**src/rtl/uart_pkg.sv**
```systemverilog
// Shared UART definitions for the transmit and receive paths.
// Contents: parity_t (parity_type encoding), rx_state_t (receive FSM
// states) and the start/stop bit levels and maximum frame width.
package uart_pkg;

  typedef enum logic [1:0] {
    PAR_NONE0 = 2'b00,
    PAR_ODD   = 2'b01,
    PAR_EVEN  = 2'b10,
    PAR_NONE3 = 2'b11
  } parity_t;

  typedef enum logic [2:0] {
    IDLE,
    START,
    DATA,
    PARITY,
    STOP
  } rx_state_t;

  localparam logic        START_BIT   = 1'b0;
  localparam logic        STOP_BIT    = 1'b1;
  localparam int unsigned FRAME_MAX_W = 11;

endpackage

```
**src/rtl/uart_rx_deframe_if.sv**
```systemverilog
// Received-byte bus from the UART deframer to the RX buffer.
// Signals: data_out (byte, held until next valid), data_valid (one-clk
// pulse), parity_err / stop_err (qualified by data_valid), busy.
// Modports: master = deframer side (drives), slave = consumer side.
interface uart_rx_deframe_if #(
  parameter int unsigned DATA_W = 8
);
  logic [DATA_W-1:0] data_out;
  logic              data_valid;
  logic              parity_err;
  logic              stop_err;
  logic              busy;

  modport master (output data_out, data_valid, parity_err, stop_err, busy);
  modport slave  (input  data_out, data_valid, parity_err, stop_err, busy);
endinterface

```
**src/rtl/uart_rx_sync.sv**
```systemverilog
// Two-flop synchronizer for the asynchronous serial line plus a
// falling-edge detector on the synchronized value.
// Ports: clk, rst_n (async active-low), rx_in (raw line),
//        line (synchronized line, reset 1), fall_c (falling edge, comb).
module uart_rx_sync (
  input  logic clk,
  input  logic rst_n,
  input  logic rx_in,
  output logic line,
  output logic fall_c
);

  logic       sync1;
  logic       line_d;
  logic [1:0] warm;

  // Synchronizer chain; warm counts clocks since reset so the reset-value
  // ones are not mistaken for a line that was actually observed high.
  always_ff @(posedge clk or negedge rst_n) begin
    if (!rst_n) begin
      sync1  <= 1'b1;
      line   <= 1'b1;
      line_d <= 1'b1;
      warm   <= 2'd0;
    end else begin
      sync1  <= rx_in;
      line   <= sync1;
      line_d <= line;
      if (warm != 2'd3) warm <= warm + 2'd1;
    end
  end

  // Edge only counts once line_d carries a genuinely sampled value.
  assign fall_c = (warm == 2'd3) && line_d && !line;

endmodule

```
**src/rtl/uart_rx_deframe.sv**
```systemverilog
// UART receive deframer: start bit, DATA_W data bits LSB first, optional
// parity bit, one stop bit. Oversamples the synchronized line on tick_en,
// checks parity and stop bit, presents the byte with a one-clk valid pulse.
// Ports: clk, rst_n (async active-low), tick_en (oversample tick),
//        rx_in (serial line), parity_type (00/11 none, 01 odd, 10 even),
//        rx_if (master: data_out, data_valid, parity_err, stop_err, busy).
// Build option: UART_RX_MAJORITY_VOTE_EN -- each bit is the 2-of-3 majority
// of the samples at mid-1, mid, mid+1, decided at mid+1.
module uart_rx_deframe
  import uart_pkg::*;
#(
  parameter int unsigned OVERSAMPLE = 16,
  parameter int unsigned DATA_W     = 8
) (
  input  logic                    clk,
  input  logic                    rst_n,
  input  logic                    tick_en,
  input  logic                    rx_in,
  input  logic [1:0]              parity_type,
  uart_rx_deframe_if.master       rx_if
);

  localparam int unsigned CW = $clog2(OVERSAMPLE);
  localparam int unsigned IW = (DATA_W > 1) ? $clog2(DATA_W) : 1;
  localparam int unsigned BIT_PT = OVERSAMPLE - 1;
`ifdef UART_RX_MAJORITY_VOTE_EN
  // Decision one tick late; the delay carries into every following bit.
  localparam int unsigned START_PT = OVERSAMPLE / 2;
`else
  localparam int unsigned START_PT = OVERSAMPLE / 2 - 1;
`endif

  logic line;
  logic fall_c;
  logic bit_c;

  uart_rx_sync u_sync (
    .clk    (clk),
    .rst_n  (rst_n),
    .rx_in  (rx_in),
    .line   (line),
    .fall_c (fall_c)
  );

`ifdef UART_RX_MAJORITY_VOTE_EN
  logic [1:0] hist_q;

  // Line values at the two previous ticks.
  always_ff @(posedge clk or negedge rst_n) begin
    if (!rst_n)       hist_q <= 2'b11;
    else if (tick_en) hist_q <= {hist_q[0], line};
  end

  assign bit_c = (hist_q[1] & hist_q[0]) | (hist_q[1] & line) | (hist_q[0] & line);
`else
  assign bit_c = line;
`endif

  rx_state_t         state_q, state_n;
  logic [CW-1:0]     cnt_q, cnt_n;
  logic [IW-1:0]     idx_q, idx_n;
  logic [DATA_W-1:0] shreg_q, shreg_n;
  parity_t           par_q, par_n;
  logic              perr_q, perr_n;
  logic [DATA_W-1:0] dout_n;
  logic              valid_n, perr_out_n, serr_n, busy_n;
  logic              start_hit, bit_hit;

  assign start_hit = tick_en && (cnt_q == CW'(START_PT));
  assign bit_hit   = tick_en && (cnt_q == CW'(BIT_PT));

  // State and output registers.
  always_ff @(posedge clk or negedge rst_n) begin
    if (!rst_n) begin
      state_q          <= IDLE;
      cnt_q            <= '0;
      idx_q            <= '0;
      shreg_q          <= '0;
      par_q            <= PAR_NONE0;
      perr_q           <= 1'b0;
      rx_if.data_out   <= '0;
      rx_if.data_valid <= 1'b0;
      rx_if.parity_err <= 1'b0;
      rx_if.stop_err   <= 1'b0;
      rx_if.busy       <= 1'b0;
    end else begin
      state_q          <= state_n;
      cnt_q            <= cnt_n;
      idx_q            <= idx_n;
      shreg_q          <= shreg_n;
      par_q            <= par_n;
      perr_q           <= perr_n;
      rx_if.data_out   <= dout_n;
      rx_if.data_valid <= valid_n;
      rx_if.parity_err <= perr_out_n;
      rx_if.stop_err   <= serr_n;
      rx_if.busy       <= busy_n;
    end
  end

  // Next-state and next-output logic.
  always_comb begin
    state_n    = state_q;
    idx_n      = idx_q;
    shreg_n    = shreg_q;
    par_n      = par_q;
    perr_n     = perr_q;
    dout_n     = rx_if.data_out;
    valid_n    = 1'b0;
    perr_out_n = rx_if.parity_err;
    serr_n     = rx_if.stop_err;

    unique case (state_q)
      IDLE: begin
        if (fall_c) begin
          state_n = START;
          par_n   = parity_t'(parity_type);
          perr_n  = 1'b0;
        end
      end
      START: begin
        if (start_hit) begin
          state_n = (bit_c == START_BIT) ? DATA : IDLE;
          idx_n   = '0;
        end
      end
      DATA: begin
        if (bit_hit) begin
          shreg_n = {bit_c, shreg_q[DATA_W-1:1]};
          idx_n   = idx_q + IW'(1);
          if (idx_q == IW'(DATA_W - 1))
            state_n = (par_q == PAR_ODD || par_q == PAR_EVEN) ? PARITY : STOP;
        end
      end
      PARITY: begin
        if (bit_hit) begin
          // Odd errs when the total XOR is 0, even when it is 1.
          perr_n  = (^shreg_q) ^ bit_c ^ (par_q == PAR_ODD);
          state_n = STOP;
        end
      end
      STOP: begin
        if (bit_hit) begin
          dout_n     = shreg_q;
          valid_n    = 1'b1;
          perr_out_n = perr_q;
          serr_n     = (bit_c != STOP_BIT);
          state_n    = IDLE;
        end
      end
      default: state_n = IDLE;
    endcase

    // Tick counter restarts on every state entry, wraps once per bit.
    cnt_n = cnt_q;
    if (state_n != state_q)
      cnt_n = '0;
    else if (tick_en)
      cnt_n = (cnt_q == CW'(BIT_PT)) ? '0 : cnt_q + CW'(1);

    busy_n = (state_n != IDLE);
  end

endmodule

```
**src/flat_wrapper.sv**
```systemverilog
// flat-port wrapper written by rule: the top's interface ports become plain ports
module uart_rx_deframe_flat import uart_pkg::*;
#(
  parameter int unsigned OVERSAMPLE = 16,
  parameter int unsigned DATA_W     = 8
)
  (clk, rst_n, tick_en, rx_in, parity_type, rx_if_data_out, rx_if_data_valid, rx_if_parity_err, rx_if_stop_err, rx_if_busy);
  uart_rx_deframe_if #(.DATA_W(DATA_W)) rx_if_i ();
  input  logic clk;
  input  logic rst_n;
  input  logic tick_en;
  input  logic rx_in;
  input  logic [1:0] parity_type;
  output wire logic [$bits(rx_if_i.data_out)-1:0] rx_if_data_out;
  output wire logic [$bits(rx_if_i.data_valid)-1:0] rx_if_data_valid;
  output wire logic [$bits(rx_if_i.parity_err)-1:0] rx_if_parity_err;
  output wire logic [$bits(rx_if_i.stop_err)-1:0] rx_if_stop_err;
  output wire logic [$bits(rx_if_i.busy)-1:0] rx_if_busy;
  assign rx_if_data_out = rx_if_i.data_out;
  assign rx_if_data_valid = rx_if_i.data_valid;
  assign rx_if_parity_err = rx_if_i.parity_err;
  assign rx_if_stop_err = rx_if_i.stop_err;
  assign rx_if_busy = rx_if_i.busy;
  uart_rx_deframe #(.OVERSAMPLE(OVERSAMPLE), .DATA_W(DATA_W)) u_core (.clk(clk), .rst_n(rst_n), .tick_en(tick_en), .rx_in(rx_in), .parity_type(parity_type), .rx_if(rx_if_i));
endmodule
```
**config.mk**
```make
export PLATFORM = sky130hd
export DESIGN_NAME = uart_rx_deframe_flat
export DESIGN_NICKNAME = d
export VERILOG_FILES = /design/src/rtl/uart_pkg.sv /design/src/rtl/uart_rx_deframe_if.sv /design/src/rtl/uart_rx_sync.sv /design/src/rtl/uart_rx_deframe.sv /design/src/flat_wrapper.sv
export SDC_FILE = /design/constraint.sdc
export NUM_CORES = 1
export LEC_CHECK = 0
export BUFFER_PORTS_ARGS = -buffer_cell sky130_fd_sc_hd__buf_4
export CAP_MARGIN = 20
export CORE_AREA = 2 2 68 70
export DETAILED_ROUTE_END_ITERATION = 8
export DIE_AREA = 0 0 70 72
export SLEW_MARGIN = 30
export SYNTH_ARGS = -nofsm -noshare
export SYNTH_HDL_FRONTEND = slang
export SYNTH_HIERARCHICAL = 1
export SYNTH_SLANG_ARGS = --single-unit
```
**constraint.sdc**
```tcl
create_clock -name clk -period 2.6 [get_ports clk]
set_input_delay 0.26 -clock clk [delete_from_list [all_inputs] [get_ports clk]]
set_output_delay 0.26 -clock clk [all_outputs]
set_load 0.01 [all_outputs]
```
==> key figures, run 1 <==
Logic synthesis
  • Yosys warning total: 6
  • Adder-cell share of the synthesized area: 0.0349
  • Post-Syn Nets: 151
  • Most common cell in the synthesized netlist: dfrtp_1
  • Synthesized flop and latch total: 38
  • Post-Syn Area: 0.00179 mm²
  • EDFF count, synth: 0
  • FFs w/ async S/R, synth: 1.00
  • Mux cell area share after synthesis: 0.160
  • Post-synthesis sequential area ratio: 0.533
  • XOR/XNOR share of the synthesized area: 0.0615
  • Top_reg_cell synth: dfrtp_1
  • Distinct cells, synth: 42
  • Yosys top cell area share: 0.489
  • Cells after synthesis: 140
  • Simple-Gate Fraction of Synth Area: 0.107
  • Area leader, netlist: dfrtp_1
  • Top post-synthesis cells by area: dfrtp_1 49%, mux2_2 8.2%, mux2_4 6.7%
  • Largest family of logic cells by synthesized area: multiplexers
  • Commonest cells in the netlist: 35 x dfrtp_1, 13 x mux2_2, 9 x xnor2_1
  • Synth Area per Inst: 12.8 µm²
  • Synth Area in Compound Gates: 0.0719

Pwr
  • PwrDens: 731 mW/mm²
  • LEAKAGE: 1.00 nW
  • Max VDD drop: 0.356 mV

Die
  • # rows: 24
  • Die Span Y: 72 µm
  • Die area: 0.00504 mm²
  • Core area: 0.00426 mm²
  • Die width: 70 µm
  • Ports: 18
  • Initial Utilization: 0.420

STA
  • Setup TNS: 0 ns
  • Pin slew with the least headroom to its limit: 0.466 ns
  • Max transition margin: 0.689
  • Unrepaired setup endpoints after global routing: false
  • Min Tclk post-route: 1.97 ns
  • Final setup vio count: 0
  • Max Freq: 0.507 GHz
  • Hold Vio Cnt, Final: 0
  • Post-route clock period utilization: 0.759
  • Hold WS: 0.0758 ns
  • Slew Limit Fails: 0
  • Final Skew: 0.00453 ns

Placement
  • Dpl cell area: 0.00194 mm²
  • DP Wirelength: 2200 µm
  • RePlAce Congestion: 0.816
  • I/O Buffers: 17

Clock tree
  • H-tree Lvls: 2
  • Clock Sink Count: 38
  • Max clock buf depth: 2
  • TritonCTS Buffers: 5
  • Post-CTS Setup Inserts: 0
  • Root cell of the clock tree: clkbuf_8
  • CTS tree: built
  • Clk Latency, worst-skew pair: 0.29 ns
  • Clock transition time at the flip-flop clock pins of the worst setup and hold paths: 0.07 ns

Critical path
  • Worst setup EP type: flip-flop
  • Worst setup SP type: flip-flop
  • Crit path kind: reg -> reg
  • Max FO, Critical Path: 12
  • CP required: 2.78 ns
  • Worst path arrival time: 2.15 ns

Final layout
  • Area grow syn2layout: 13.1%
  • Storage cell area: 955 µm²
  • Fraction of layout cells with a size suffix above 1: 0.325
  • Layout Nets: 168
  • Antenna Cells: 0
  • Final Cell Area: 0.00203 mm²
  • Area occupied by multi-input gates: 779 µm²
  • Fillers: 389

Global route
  • Overflow after GRT: 0
  • Initial antenna violation count: 0
  • Largest net degree at the start of global routing: 39
  • Global Route Usage Sum: 0.140
  • Vias in the first global route: 1167
  • First-pass GRT wire length: 5440 µm

Run
  • Max-Cap Viols: 0

Drt
  • Vias per inst: 5.25
  • Avg WL per Cell: 14.8 µm
  • DRC violations left: 0
  • ANT nets after route: 0
  • DR pass1 iterations: 4
  • Initial DRC Count: 90
  • Final WL: 3100 µm
  • Via count: 1097

Worst hold path
  • Hold Path Class: in -> reg

Run status
  • Status: finished, final reports clean
==> through the flow <==
| step | setup WS [ns] | util | cells | power, mW |
|---|---|---|---|---|
| after floorplan | 0.737 | - | 140 | 1.03 |
| after global placement | 0.699 | 0.455 | 201 | 1.10 |
| after detailed placement | 0.647 | 0.455 | 201 | 1.12 |
| after CTS | 0.641 | 0.475 | 209 | 1.50 |
| after global routing | 0.565 | 0.475 | 209 | 1.59 |
| final | 0.627 | 0.475 | 209 | 1.48 |
==> report_power, final <==
part	switching (mW)	total (mW)	internal (mW)	leakage (nW)
logic	0.179	0.348	0.169	0.468
registers	0.0971	0.760	0.663	0.492
clock network	0.194	0.374	0.180	0.0438
==> cell families after synthesis <==
logic type | Yosys count
AO/OA/AOI/OAI | 19
flip-flops | 38
adder cells (fa/ha/maj) | 5
buffers and inverters | 11
multiplexers | 23
XOR/XNOR | 11
AND/OR/NAND/NOR | 33
==> what timing repair did <==
action,CTS,global route
setup endpoints to repair,0,0
hold buffers,1,0
endpoints found under the hold margin,35,0
gates resized for setup,0,0
==> cell usage in the layout, fill, tap and decap left out, types with 2 or more instances in the layout <==
cell	count
dfrtp_1	35
buf_4	17
mux2_2	13
xnor2_1	9
nor2_1	8
mux2_4	8
clkbuf_8	5
nand3_1	5
ha_1	5
a21oi_1	4
nand2_1	4
inv_1	3
o21ai_0	3
a31oi_1	3
dfstp_2	3
clkinv_2	2
and2_1	2
nand4_1	2
or3_1	2
mux2i_1	2
a22o_1	2
==> critical path: stages (launching register included) <==
cell and delay (ns):
dfrtp_1 0.41, ha_1 0.28, nand4_2 0.18, or4b_4 0.65, mux2_4 0.34
==> cell type report <==
class	instances	share of cell area
flip-flops and latches	38	0.471
multi-input cells	91	0.385
repair buffers	18	0.0679
clock buffers	5	0.0340
well taps	52	0.0321
inverters	3	0.00556
clock inverters	2	0.00494
==> path summary, 6_finish.rpt <==
kind / from / cells after the start / slack (ns) / end
max in group asynchronous: rst_n / 2 / 1.78 / u_core/u_sync/line_d
min in group asynchronous: rst_n / 2 / 0.47 / u_core/rx_if.data_out[0]
hold reg to reg: u_core/u_sync/sync1 / 0 / 0.36 / u_core/u_sync/line
hold / removal: rx_in / 1 / 0.08 / u_core/u_sync/sync1
setup reg to reg: u_core/cnt_q[0] / 4 / 0.63 / u_core/rx_if.data_out[2]
setup / recovery: u_core/cnt_q[0] / 4 / 0.63 / u_core/rx_if.data_out[2]
==> registers in the layout, summed over array words and instances (netlist names) <==
name                     count
u_core/rx_if.data_valid      1
u_core/rx_if.busy            1
u_core/u_sync/line           1
u_core/rx_if.parity_err      1
u_core/u_sync/warm           2
u_core/perr_q                1
u_core/u_sync/line_d         1
u_core/cnt_q                 4
u_core/u_sync/sync1          1
u_core/shreg_q               8
u_core/idx_q                 3
u_core/par_q                 2
u_core/rx_if.stop_err        1
u_core/rx_if.data_out        8
u_core/state_q               3
==> metal layers <==
| metal | wire (µm) | vias to the layer above | track usage |
|---|---|---|---|
| li1 | - | 529 | - |
| met1 | 1350 | 545 | 0.160 |
| met2 | 1560 | 16 | 0.239 |
| met3 | 124 | 7 | 0.0500 |
| met4 | 63 | 0 | 0.0641 |
| met5 | 0 | - | 0 |
Power figures use the tool's default switching activity.
==> run 2: changes to the inputs <==
--- a/config.mk
+++ b/config.mk
@@ -5,11 +5,12 @@
 export SDC_FILE = /design/constraint.sdc
 export NUM_CORES = 1
 export LEC_CHECK = 0
+export ABC_AREA = 1
 export BUFFER_PORTS_ARGS = -buffer_cell sky130_fd_sc_hd__buf_4
 export CAP_MARGIN = 20
-export CORE_AREA = 2 2 68 70
+export CORE_AREA = 2 2 69 71
 export DETAILED_ROUTE_END_ITERATION = 8
-export DIE_AREA = 0 0 70 72
+export DIE_AREA = 0 0 71 73
 export SLEW_MARGIN = 30
 export SYNTH_ARGS = -nofsm -noshare
 export SYNTH_HDL_FRONTEND = slang
==> constraint.sdc (replaced) <==
create_clock -name clk -period 2.02 [get_ports clk]
set_input_delay 0.202 -clock clk [delete_from_list [all_inputs] [get_ports clk]]
set_output_delay 0.202 -clock clk [all_outputs]
set_load 0.01 [all_outputs]
==> run 2 against run 1 <==
  * Register-to-register slack worse by 0.26 ns
  * Maximum frequency increased by 20%
  * Synthesized area grew 4.3%
==> key figures, run 2 <==
Placement
  • I/O Buffers: 17
  • Dpl cell area: 0.00204 mm²
  • RePlAce Congestion: 0.756
  • Placed Instances: 292
  • DP Wirelength: 2310 µm

Logic synthesis
  • Top_reg_cell synth: dfrtp_1
  • Cells after synthesis: 224
  • Synth Area per Inst: 8.34 µm²
  • FFs w/ async S/R, synth: 1.00
  • Post-synthesis sequential area ratio: 0.511
  • Post-Syn Nets: 235
  • Top post-synthesis cells by area: dfrtp_1 47%, nand2_1 16%, inv_1 5.0%
  • Post-Syn Area: 0.00187 mm²
  • EDFF count, synth: 0
  • Yosys top cell area share: 0.469
  • Commonest cells in the netlist: 80 x nand2_1, 35 x dfrtp_1, 25 x inv_1
  • Area leader, netlist: dfrtp_1
  • Most common cell in the synthesized netlist: nand2_1
  • Yosys warning total: 6
  • Synthesized flop and latch total: 38
  • Distinct cells, synth: 26

STA
  • Hold Vio Cnt, Final: 0
  • Setup TNS: 0 ns
  • Max Freq: 0.606 GHz
  • Post-route clock period utilization: 0.816
  • Max transition margin: 0.693
  • Final Skew: 0.00546 ns
  • Unrepaired setup endpoints after global routing: false
  • Pin slew with the least headroom to its limit: 0.461 ns
  • Slew Limit Fails: 0
  • Min Tclk post-route: 1.65 ns
  • Final setup vio count: 0

Final layout
  • Fillers: 420
  • Final cell count without fillers: 301
  • Fraction of layout cells with a size suffix above 1: 0.170
  • Most common cell after layout, fill and taps aside: nand2_1
  • Layout Nets: 257
  • Biggest registers after layout: u_core/rx_if.data_out: 8 flops, u_core/shreg_q: 8 flops, u_core/cnt_q: 4 flops
  • Most frequent cells in the layout: 80 x nand2_1, 35 x dfrtp_1, 25 x inv_1, 18 x o21ai_1, 17 x buf_4
  • Area grow syn2layout: 14.1%
  • Antenna Cells: 0
  • Final Cell Area: 0.00213 mm²

Critical path
  • Max FO, Critical Path: 5
  • Worst setup SP type: flip-flop
  • Delay-heaviest family, CP: simple AND/OR/NAND/NOR gates
  • Crit Reg-Reg Startpoint: u_core/u_sync/warm[0]
  • Most used cell, CP: nor2_1
  • Crit path kind: reg -> reg
  • CP required: 2.20 ns
  • Critical R2R Capture: u_core/cnt_q[1]
  • CP max-delay cell: dfrtp_1
  • Cells on worst reg2reg path: 10
  • Worst path arrival time: 1.82 ns
  • Buf/Inv on CP: 0
  • R2R Setup Slk: 0.37 ns
  • Slowest stage delay, CP: 0.37 ns
  • CP Cell Sequence: ha_1 > nand2_1 > nor2_1 > nand2_1 > nor2_1 > nor2_4 > nand3_2 > nand2_2 > nand3_2 > nor2_1
  • Worst setup EP type: flip-flop

Worst hold path
  • Hold Path End: u_core/u_sync/sync1
  • Worst Min Path Start: rx_in
  • Hold Path Class: in -> reg
  • Worst hold path depth: 1

Global route
  • First-pass GRT wire length: 5580 µm
  • Initial antenna violation count: 0
  • Vias in the first global route: 1310
  • Largest net degree at the start of global routing: 39
  • Global Route Usage Sum: 0.138
  • Overflow after GRT: 0

Drt
  • Avg WL per Cell: 10.5 µm
  • Max layer used: met4
  • Vias per inst: 4.66
  • DR pass1 iterations: 4
  • Met2 routed WL: 1460 µm
  • DRC violations left: 0
  • Met3 wire len: 108 µm
  • Via count: 1402
  • Initial DRC Count: 81
  • Met1 Wirelength: 1560 µm
  • ANT nets after route: 0
  • Final WL: 3160 µm

Clock tree
  • CTS resizes: 0
  • Clock Sink Count: 38
  • Clock transition time at the flip-flop clock pins of the worst setup and hold paths: 0.07 ns
  • TritonCTS Buffers: 5
  • Clk Latency, worst-skew pair: 0.28 ns
  • Root cell of the clock tree: clkbuf_8
  • H-tree Lvls: 2
  • CTS tree: built
  • Max clock buf depth: 2

Die
  • Ports: 18
  • Die Span Y: 73 µm
  • # rows: 25
  • Die width: 71 µm
  • Die area: 0.00518 mm²
  • Core area: 0.00454 mm²
  • Initial Utilization: 0.412

Pwr
  • Max VDD drop: 0.351 mV
  • LEAKAGE: 1.12 nW
  • PwrDens: 734 mW/mm²

Run
  • Max-Cap Viols: 0

Run status
  • Status: finished, final reports clean
[run 2: per-layer routing]
layer | up-vias | track usage
li1 | 750 | -
met1 | 629 | 0.170
met2 | 19 | 0.226
met3 | 4 | 0.0414
met4 | 0 | 0.0566
met5 | - | 0
[run 2: worst reg2reg max path: cells and delay by family, from the launching register on]
family                   cells  cell delay (ns)
adder cells (fa/ha/maj)      1             0.21
AND/OR/NAND/NOR              9             0.97
flip-flops                   1             0.37
[run 2: report_power, final]
part	internal, mW	switching [mW]	total (mW)
combinational	0.0845	0.140	0.224
clock	0.245	0.245	0.490
sequential	0.804	0.0458	0.850
total	1.13	0.430	1.56
[run 2: how the worst max path moves through the flow]
stage          cells after the start  slack (ns)                  start              end
2_1_floorplan                     10        0.58  u_core/u_sync/warm[0]  u_core/cnt_q[2]
3_3_place_gp                      10        0.35  u_core/u_sync/warm[0]  u_core/cnt_q[2]
3_5_place_dp                      10        0.35  u_core/u_sync/warm[0]  u_core/cnt_q[0]
4_1_cts                           10        0.35  u_core/u_sync/warm[0]  u_core/cnt_q[1]
5_1_grt                            9        0.18  u_core/u_sync/warm[0]  u_core/cnt_q[2]
6_report                          10        0.37  u_core/u_sync/warm[0]  u_core/cnt_q[1]
[run 2: final cells by class]
class                   instances  area [µm²]  share of cell area
clock buffers                   8        80.1              0.0376
flip-flops and latches         38         955               0.448
multi-input cells             154         783               0.367
well taps                      54        67.6              0.0317
repair buffers                 18         138              0.0646
inverters                      29         109              0.0511
[run 2: logic make-up after synthesis]
group,count (synthesis),share of synthesized area
AO/OA/AOI/OAI,26,0.0744
adder cells (fa/ha/maj),5,0.0335
AND/OR/NAND/NOR,121,0.301
flip-flops,38,0.511
buffers and inverters,32,0.0697
multiplexers,1,0.00536
XOR/XNOR,1,0.00469
[run 2: repair_timing]
item / 4_1_cts / 5_1_grt
hold endpoints to repair: 35 / 0
buffers inserted: 0 / 0
hold buffers: 1 / 0
[run 2: per-stage QoR]
| stage | hold slack, ns | util | setup WS, ns | total power [mW] |
|---|---|---|---|---|
| 2_1_floorplan | -0.0936 | - | 0.584 | 1.03 |
| 3_3_place_gp | 0.199 | 0.450 | 0.351 | 1.09 |
| 3_5_place_dp | 0.199 | 0.450 | 0.355 | 1.09 |
| 4_1_cts | 0.0119 | 0.470 | 0.345 | 1.60 |
| 5_1_grt | 0.0119 | 0.470 | 0.181 | 1.67 |
| 6_report | 0.0246 | 0.470 | 0.371 | 1.56 |
